<file path="config.mk">
export PLATFORM = sky130hd
export DESIGN_NAME = llc_mem_scheduler
export DESIGN_NICKNAME = d
export VERILOG_FILES = /design/src/rtl/llc_mem_scheduler.sv
export SDC_FILE = /design/constraint.sdc
export NUM_CORES = 1
export LEC_CHECK = 0
export CORE_AREA = 5 5 536 538
export CTS_BUF_LIST = sky130_fd_sc_hd__clkbuf_8 sky130_fd_sc_hd__clkbuf_16
export DETAILED_ROUTE_END_ITERATION = 8
export DIE_AREA = 0 0 541 543
export PLACE_DENSITY = 0.31
export SKIP_LAST_GASP = 1
export SYNTH_ARGS = -nofsm -noshare
export SYNTH_HDL_FRONTEND = slang
export SYNTH_SLANG_ARGS = --single-unit
</file>
<file path="constraint.sdc">
create_clock -name clk -period 6.33 [get_ports clk]
set_clock_uncertainty 0.1 [all_clocks]
set_input_delay 0.9495 -clock clk [delete_from_list [all_inputs] [get_ports clk]]
set_output_delay 0.9495 -clock clk [all_outputs]
set_load 0.01 [all_outputs]
</file>
<file path="src/rtl/llc_mem_scheduler.sv">
// Arbitrates the single cacheline memory port between I-cache reads, D-cache reads and a
// one-entry write-back buffer that absorbs D-cache writebacks and drains when memory is idle.
module llc_mem_scheduler #(
    parameter int unsigned LINE_W   = 256,
    parameter int unsigned ADDR_W   = 32,
    parameter int unsigned OFFSET_W = 5,
    parameter int unsigned MAX_HOLD = 16
) (
    input  logic              clk,
    input  logic              rst,
    input  logic              imem_read,
    input  logic [ADDR_W-1:0] imem_address,
    output logic [LINE_W-1:0] imem_rdata,
    output logic              imem_resp,
    input  logic              dmem_read,
    input  logic              dmem_write,
    input  logic [ADDR_W-1:0] dmem_address,
    input  logic [LINE_W-1:0] dmem_wdata,
    output logic [LINE_W-1:0] dmem_rdata,
    output logic              dmem_resp,
    output logic              mmem_read,
    output logic              mmem_write,
    output logic [ADDR_W-1:0] mmem_address,
    output logic [LINE_W-1:0] mmem_wdata,
    input  logic [LINE_W-1:0] mmem_rdata,
    input  logic              mmem_resp,
    output logic              wb_pending
);

    localparam int unsigned HOLD_W = $clog2(MAX_HOLD + 1);

    typedef enum logic [2:0] {
        IDLE,
        I_RD,
        D_RD,
        WB_DRAIN,
        RESP_I,
        RESP_D
    } state_t;

    state_t              r_state;
    logic                r_buf_valid;
    logic [ADDR_W-1:0]   r_buf_addr;
    logic [LINE_W-1:0]   r_buf_data;
    logic [LINE_W-1:0]   r_rdata;
    logic [HOLD_W-1:0]   r_hold_cnt;
    logic                r_rr_last_d;
    logic                r_imem_resp;
    logic                r_dmem_resp;
    logic                r_mmem_read;
    logic                r_mmem_write;
    logic [ADDR_W-1:0]   r_mmem_address;

    logic                w_rd_req;
    logic                w_grant_i;
    logic [ADDR_W-1:0]   w_req_addr;
    logic                w_rd_hit;
    logic                w_wr_same;
    logic                w_hold_full;
    logic                w_drain;

    assign w_rd_req    = imem_read | dmem_read;
    assign w_grant_i   = imem_read & (~dmem_read | r_rr_last_d);
    assign w_req_addr  = w_grant_i ? imem_address : dmem_address;
    assign w_rd_hit    = r_buf_valid &
                         (w_req_addr[ADDR_W-1:OFFSET_W] == r_buf_addr[ADDR_W-1:OFFSET_W]);
    assign w_wr_same   = r_buf_valid &
                         (dmem_address[ADDR_W-1:OFFSET_W] == r_buf_addr[ADDR_W-1:OFFSET_W]);
    assign w_hold_full = (r_hold_cnt == HOLD_W'(MAX_HOLD));
    // Drain on hold expiry, on a conflicting writeback, or whenever nothing else wants the port.
    assign w_drain     = r_buf_valid &
                         (w_hold_full | (~w_rd_req & ~(dmem_write & w_wr_same)));

    always_ff @(posedge clk or negedge rst) begin
        if (!rst) begin
            r_state        <= IDLE;
            r_buf_valid    <= 1'b0;
            r_buf_addr     <= '0;
            r_buf_data     <= '0;
            r_rdata        <= '0;
            r_hold_cnt     <= '0;
            r_rr_last_d    <= 1'b1;
            r_imem_resp    <= 1'b0;
            r_dmem_resp    <= 1'b0;
            r_mmem_read    <= 1'b0;
            r_mmem_write   <= 1'b0;
            r_mmem_address <= '0;
        end else begin
            if (r_buf_valid && r_state != WB_DRAIN && !w_hold_full)
                r_hold_cnt <= r_hold_cnt + HOLD_W'(1);

            case (r_state)
                IDLE: begin
                    if (w_drain) begin
                        r_mmem_write   <= 1'b1;
                        r_mmem_address <= r_buf_addr;
                        r_state        <= WB_DRAIN;
                    end else if (w_rd_req) begin
                        r_rr_last_d <= ~w_grant_i;
                        if (w_rd_hit) begin
                            r_rdata <= r_buf_data;
                            if (w_grant_i) begin
                                r_imem_resp <= 1'b1;
                                r_state     <= RESP_I;
                            end else begin
                                r_dmem_resp <= 1'b1;
                                r_state     <= RESP_D;
                            end
                        end else begin
                            r_mmem_read    <= 1'b1;
                            r_mmem_address <= w_req_addr;
                            r_state        <= w_grant_i ? I_RD : D_RD;
                        end
                    end else if (dmem_write) begin
                        r_buf_valid <= 1'b1;
                        r_buf_addr  <= dmem_address;
                        r_buf_data  <= dmem_wdata;
                        r_hold_cnt  <= '0;
                        r_dmem_resp <= 1'b1;
                        r_state     <= RESP_D;
                    end
                end
                I_RD, D_RD: begin
                    if (mmem_resp) begin
                        r_mmem_read <= 1'b0;
                        r_rdata     <= mmem_rdata;
                        if (r_state == I_RD) begin
                            r_imem_resp <= 1'b1;
                            r_state     <= RESP_I;
                        end else begin
                            r_dmem_resp <= 1'b1;
                            r_state     <= RESP_D;
                        end
                    end
                end
                WB_DRAIN: begin
                    if (mmem_resp) begin
                        r_mmem_write <= 1'b0;
                        r_buf_valid  <= 1'b0;
                        r_hold_cnt   <= '0;
                        r_state      <= IDLE;
                    end
                end
                RESP_I: begin
                    r_imem_resp <= 1'b0;
                    r_state     <= IDLE;
                end
                RESP_D: begin
                    r_dmem_resp <= 1'b0;
                    r_state     <= IDLE;
                end
                default: r_state <= IDLE;
            endcase
        end
    end

    assign imem_rdata   = r_rdata;
    assign dmem_rdata   = r_rdata;
    assign imem_resp    = r_imem_resp;
    assign dmem_resp    = r_dmem_resp;
    assign mmem_read    = r_mmem_read;
    assign mmem_write   = r_mmem_write;
    assign mmem_address = r_mmem_address;
    assign mmem_wdata   = r_buf_data;
    assign wb_pending   = r_buf_valid;

endmodule

</file>
* Word level (Yosys, flattened, before mapping)
Cells that the tools add are included.
Word-level totals: bits in registers 590, input port bits 582, output and inout port bits 805, logic and storage cells 123
Operators by class: add/sub/neg operators 1, equal/unequal tests 26, muxes and demuxes 50, bitwise operators 14, reduce and logical (&&, ||, !) cells 20
Operators with widths (number):
- 256-bit two-way mux | 4
- 256-bit case mux with 2 select lines | 1
- 32-bit two-way mux | 4
- 27-bit equality test | 2
- 5-bit two-way mux | 5
- 2-bit inequality test (second input constant) | 12
- 1-bit two-way mux | 22
- 3-bit two-way mux | 6
- 5-bit AND reduction | 3
- 7-bit AND reduction | 2
- 3-bit AND reduction | 4
- 5-bit case mux with 2 select lines | 1
- 3-bit inequality test (second input constant) | 3
- 3-bit case mux with 3 select lines | 1
- 1-bit bitwise AND | 6
- 3-bit by 2-bit equality test with 1-bit output (second input constant) | 2
- 3-bit equality test (second input constant) | 2
- 1-bit case mux with 2 select lines | 3
- 1-bit case mux with 3 select lines | 2
- 2-bit nonzero test | 3
- 3-bit nonzero test | 2
- 5-bit by 1-bit adder with 5-bit output (second input constant) | 1
- 5-bit equality test (second input constant) | 1
- 1-bit inverter | 5
- 11 further kinds | 14

* Depth between registers and ports, before layout
depth after elaboration 10, gate-level depth with buffers 14, gate-level depth less buffers 11

* Worst setup path before layout
Ideal clock, no wire load.
path type input -> register, start input dmem_read, end register r_rdata[215], in the netlist dmem_rdata[215], library setup time 0.127 ns, arrival time 3.255 ns, required time 6.103 ns, path slack 2.848 ns, stages 13, buffers on the path 4, path through nor2b_1 buf_4 nor2_8 inv_2 buf_6 nor4b_1 a21oi_1 nor4_1 nand4_1 a21oi_2 buf_4 buf_6 mux2_1
Between the ends: cells in the longest elaborated chain, start to end 8, elaborated cells between the ends (all ways) 15, those cells by class eq/ne (4); mux (1); bitwise (9); reduce/logical (1)
RTL lines:
- start: declaration | RTL line 15 | input logic dmem_read,
- 1-bit inverter | RTL line 63 | assign w_grant_i = imem_read & (~dmem_read | r_rr_last_d);
- 1-bit bitwise OR | RTL line 63
- 1-bit bitwise AND | RTL line 63
- 32-bit two-way mux | RTL line 64 | assign w_req_addr = w_grant_i ? imem_address : dmem_address;
- 27-bit equality test | RTL line 66 | (w_req_addr[ADDR_W-1:OFFSET_W] == r_buf_addr[ADDR_W-1:OFFSET_W]);
- 1-bit bitwise AND | RTL line 65 | assign w_rd_hit = r_buf_valid &
- 2-bit inequality test (no source line)
- 5-bit AND reduction (no source line) (*)
- end signal: assignment | RTL line 101 | r_rdata <= r_buf_data;
- end signal: assignment | RTL line 126 | r_rdata <= mmem_rdata;
- end: declaration | RTL line 45 | logic [LINE_W-1:0] r_rdata;
Mark *: on every way between the ends. The rest lies on a longest branch, timed or not. A chain may end at the register's enable or synchronous reset.

* Worst setup path after layout
start input imem_read, end register r_rdata[196], in the netlist dmem_rdata[196]
Between the ends: cells in the longest elaborated chain, start to end 7, elaborated cells between the ends (all ways) 13, those cells by class eq/ne (4); mux (1); bitwise (7); reduce/logical (1)
RTL lines:
- start: declaration | RTL line 11 | input logic imem_read,
- branches (longest 6 deep; another with 32-bit two-way mux)
- 5-bit AND reduction (no source line) (*)
Mark *: on every way between the ends.

==> results.yml <==
final_layout:
  syn_to_final_growth_pct: 68.2
  layout.nets: 3898
  fillers: 31000
  layout-drive-gt1-share: 0.221
flow_run:
  drv_cap: 0
route:
  antenna_left: 0
  drt_iter0_markers: 995
  vias: 22700
  viasPerCell: 3.19
  drc: 0
  routed_wl_um: 202000
  drt_first_pass_iters: 5
  wl_per_cell_um: 28.3
synth:
  synth_top_area_frac: 0.512
  syn_area_um2: 28800
  synthCells: 2140
  synth-main-ff-cell: "dfrtp_1"
  synth_top_cell_by_area: "dfrtp_1"
  netlist_top_cells_count: "dfrtp_1 (589), mux2_2 (539), buf_4 (259)"
  synth.most_common_cell: "dfrtp_1"
  syn-num-nets: 2725
  yosysWarnings: 0
  ys_types: 58
  synth-seq-cells: 590
  synth_edf_count: 0
  avgSynthCellArea_um2: 13.4
  synthArstFlopShare: 1.00
  synthTopCellsByArea: "dfrtp_1 (51%), mux2_2 (21%), mux2_1 (10%)"
  yosysSeqAreaShare: 0.513
clocking:
  cts_tree: "done"
  cts_buffers: 86
  ctsResizeCount: 0
  hold_buffers: 0
  clock-sinks: 590
  cts_root_buffer: "clkbuf_16"
  post_cts_buffers: 0
  cts_max_path_buffers: 3
  cts.clk_slew.worst_paths_ns: 0.06
  insertion_delay_ns: 0.69
  cts.htree.levels: 3
die:
  dieArea_um2: 294000
  dieWidth_um: 541
  placementRows: 195
  initial_core_util: 0.102
  io_pins: 1387
  coreArea_um2: 282000
  die_h_um: 543
timing:
  worst_slew_pin_slew_ns: 1.06
  slew_headroom: 0.296
  period_share: 0.717
  setup_viol: 0
  whs_ns: 0.201
  hold_viol_final: 0
  finalSetupTns_ns: 0
  rsz0062_at_grt: "no"
  clock.fmax_ghz: 0.220
  drv_slew: 0
  min_period_ns: 4.54
global_route:
  grt_pass1_wl_um: 260000
  antenna_found_initial: 98
  grt_pass1_vias: 24700
  grt_max_degree: 139
  overflow: 0
  gr-usage-all-layers: 0.132
worst_setup_path:
  cp_slowest_cell: "clkdlybuf4s50_1"
  end_kind: "flop"
  crit_chain: "clkdlybuf4s50_1, buf_4, inv_2, nor2_8, inv_2, nor4_1, a21oi_1, nor4_1, nand4_1, a21oi_4, buf_12, buf_12, mux2_1"
  cp_max_fo: 64
  path_buf_inv: 6
  critPathRequiredTime_ns: 6.79
  start_kind: "input port"
  cp_top_family: "buffers and inverters"
  max_stage_delay_ns: 0.50
  crit_arrival_ns: 5.00
  worstSetupPathType: "input port to flop"
worst_hold_path:
  hold_class: "input port to asynchronous set/reset pin"
power_and_ir_drop:
  powerDensity_nw_per_um2: 579
  power_uw: 28000
  vdd_ir_drop_max_mv: 0.342
  power_leakage_uw: 0.0189
outcome:
  outcome: "finished clean"
place:
  gp_congestion: 0.826
  portBuffers: 1386
  dp.final_hpwl_um: 169000
[state kept, by name, summed over array words and instances, names as in the netlist]
name          count
mmem_address     32
r_buf_addr       32
mmem_wdata      256
wb_pending        1
r_hold_cnt        5
dmem_resp         1
dmem_rdata      256
r_state           3
r_rr_last_d       1
mmem_read         1
mmem_write        1
imem_resp         1
[cells in the final DEF, fill, tap and decap left out, types with 15 or more instances in the layout]
master	synthesis	final
inv_1	44	69
mux2_1	258	258
dfrtp_1	589	589
mux2i_1	19	19
clkdlybuf4s50_1	0	1385
clkbuf_8	0	17
diode_2	0	17
nand2_1	47	47
a21oi_1	15	15
nor2_1	39	38
mux2_2	539	539
clkbuf_16	0	89
nand2b_1	22	22
nand3_1	16	16
o21ai_0	16	16
buf_4	259	49
[routing by layer]
metal | up-vias | wire [µm] | global-route usage | part of all wire
met5 | - | 686 | 0 | 0.0034
met4 | 114 | 4210 | 0.0265 | 0.021
met3 | 295 | 16300 | 0.0482 | 0.081
met2 | 1062 | 99100 | 0.230 | 0.49
met1 | 11500 | 81400 | 0.155 | 0.40
li1 | 9742 | - | - | -
[final cells by class]
class	count	area (µm²)	area share
clock inverter	44	433	0.00895
inverter	46	173	0.00357
clock buffer	106	2460	0.0509
tap	3743	4680	0.0968
sequential	590	14800	0.305
timing repair buffer	1449	14500	0.300
antenna	17	42.5	0.000880
multi-input combinational	1140	11300	0.233
[power breakdown]
group	total (µW)	switching [µW]	internal [µW]
clock network	5040	2020	3030
registers	8290	2600	5690
logic	14700	6690	8000
[final timing paths]
check                                          start                          end  slack, ns  depth (start not counted)
setup / recovery                           imem_read  dmem_rdata[196]$_DFFE_PN0P_       1.79                         13
hold / removal                                   rst   mmem_wdata[16]$_DFFE_PN0P_       0.20                          1
setup reg to reg             r_rr_last_d$_DFFE_PN1P_  dmem_rdata[196]$_DFFE_PN0P_       2.18                         12
hold reg to reg            r_buf_addr[2]$_DFFE_PN0P_    r_buf_addr[2]$_DFFE_PN0P_       0.40                          1
max in group asynchronous                        rst  dmem_rdata[229]$_DFFE_PN0P_       4.34                          2
min in group clk           r_buf_addr[2]$_DFFE_PN0P_    r_buf_addr[2]$_DFFE_PN0P_       0.40                          1
[stage by stage]
stage,instance area (µm²),utilization,std cells,setup WS (ns)
after global placement,45400,0.161,6968,1.18
final,48400,0.172,7135,1.79
after global routing,48300,0.172,7121,1.63
after CTS,48300,0.172,7118,1.98
after detailed placement,45400,0.161,6968,1.20
after floorplan,28800,-,2140,2.85
[logic make-up after synthesis]
group | after synthesis | share of synthesized area
mux | 816 | 0.319
flops | 590 | 0.513
fa+ha+maj | 3 | 0.00131
simple gates | 177 | 0.0316
xor+xnor | 27 | 0.00822
buf+inv | 410 | 0.0950
compound gates | 117 | 0.0318
Note: power is estimated with default switching activity, not from simulation.
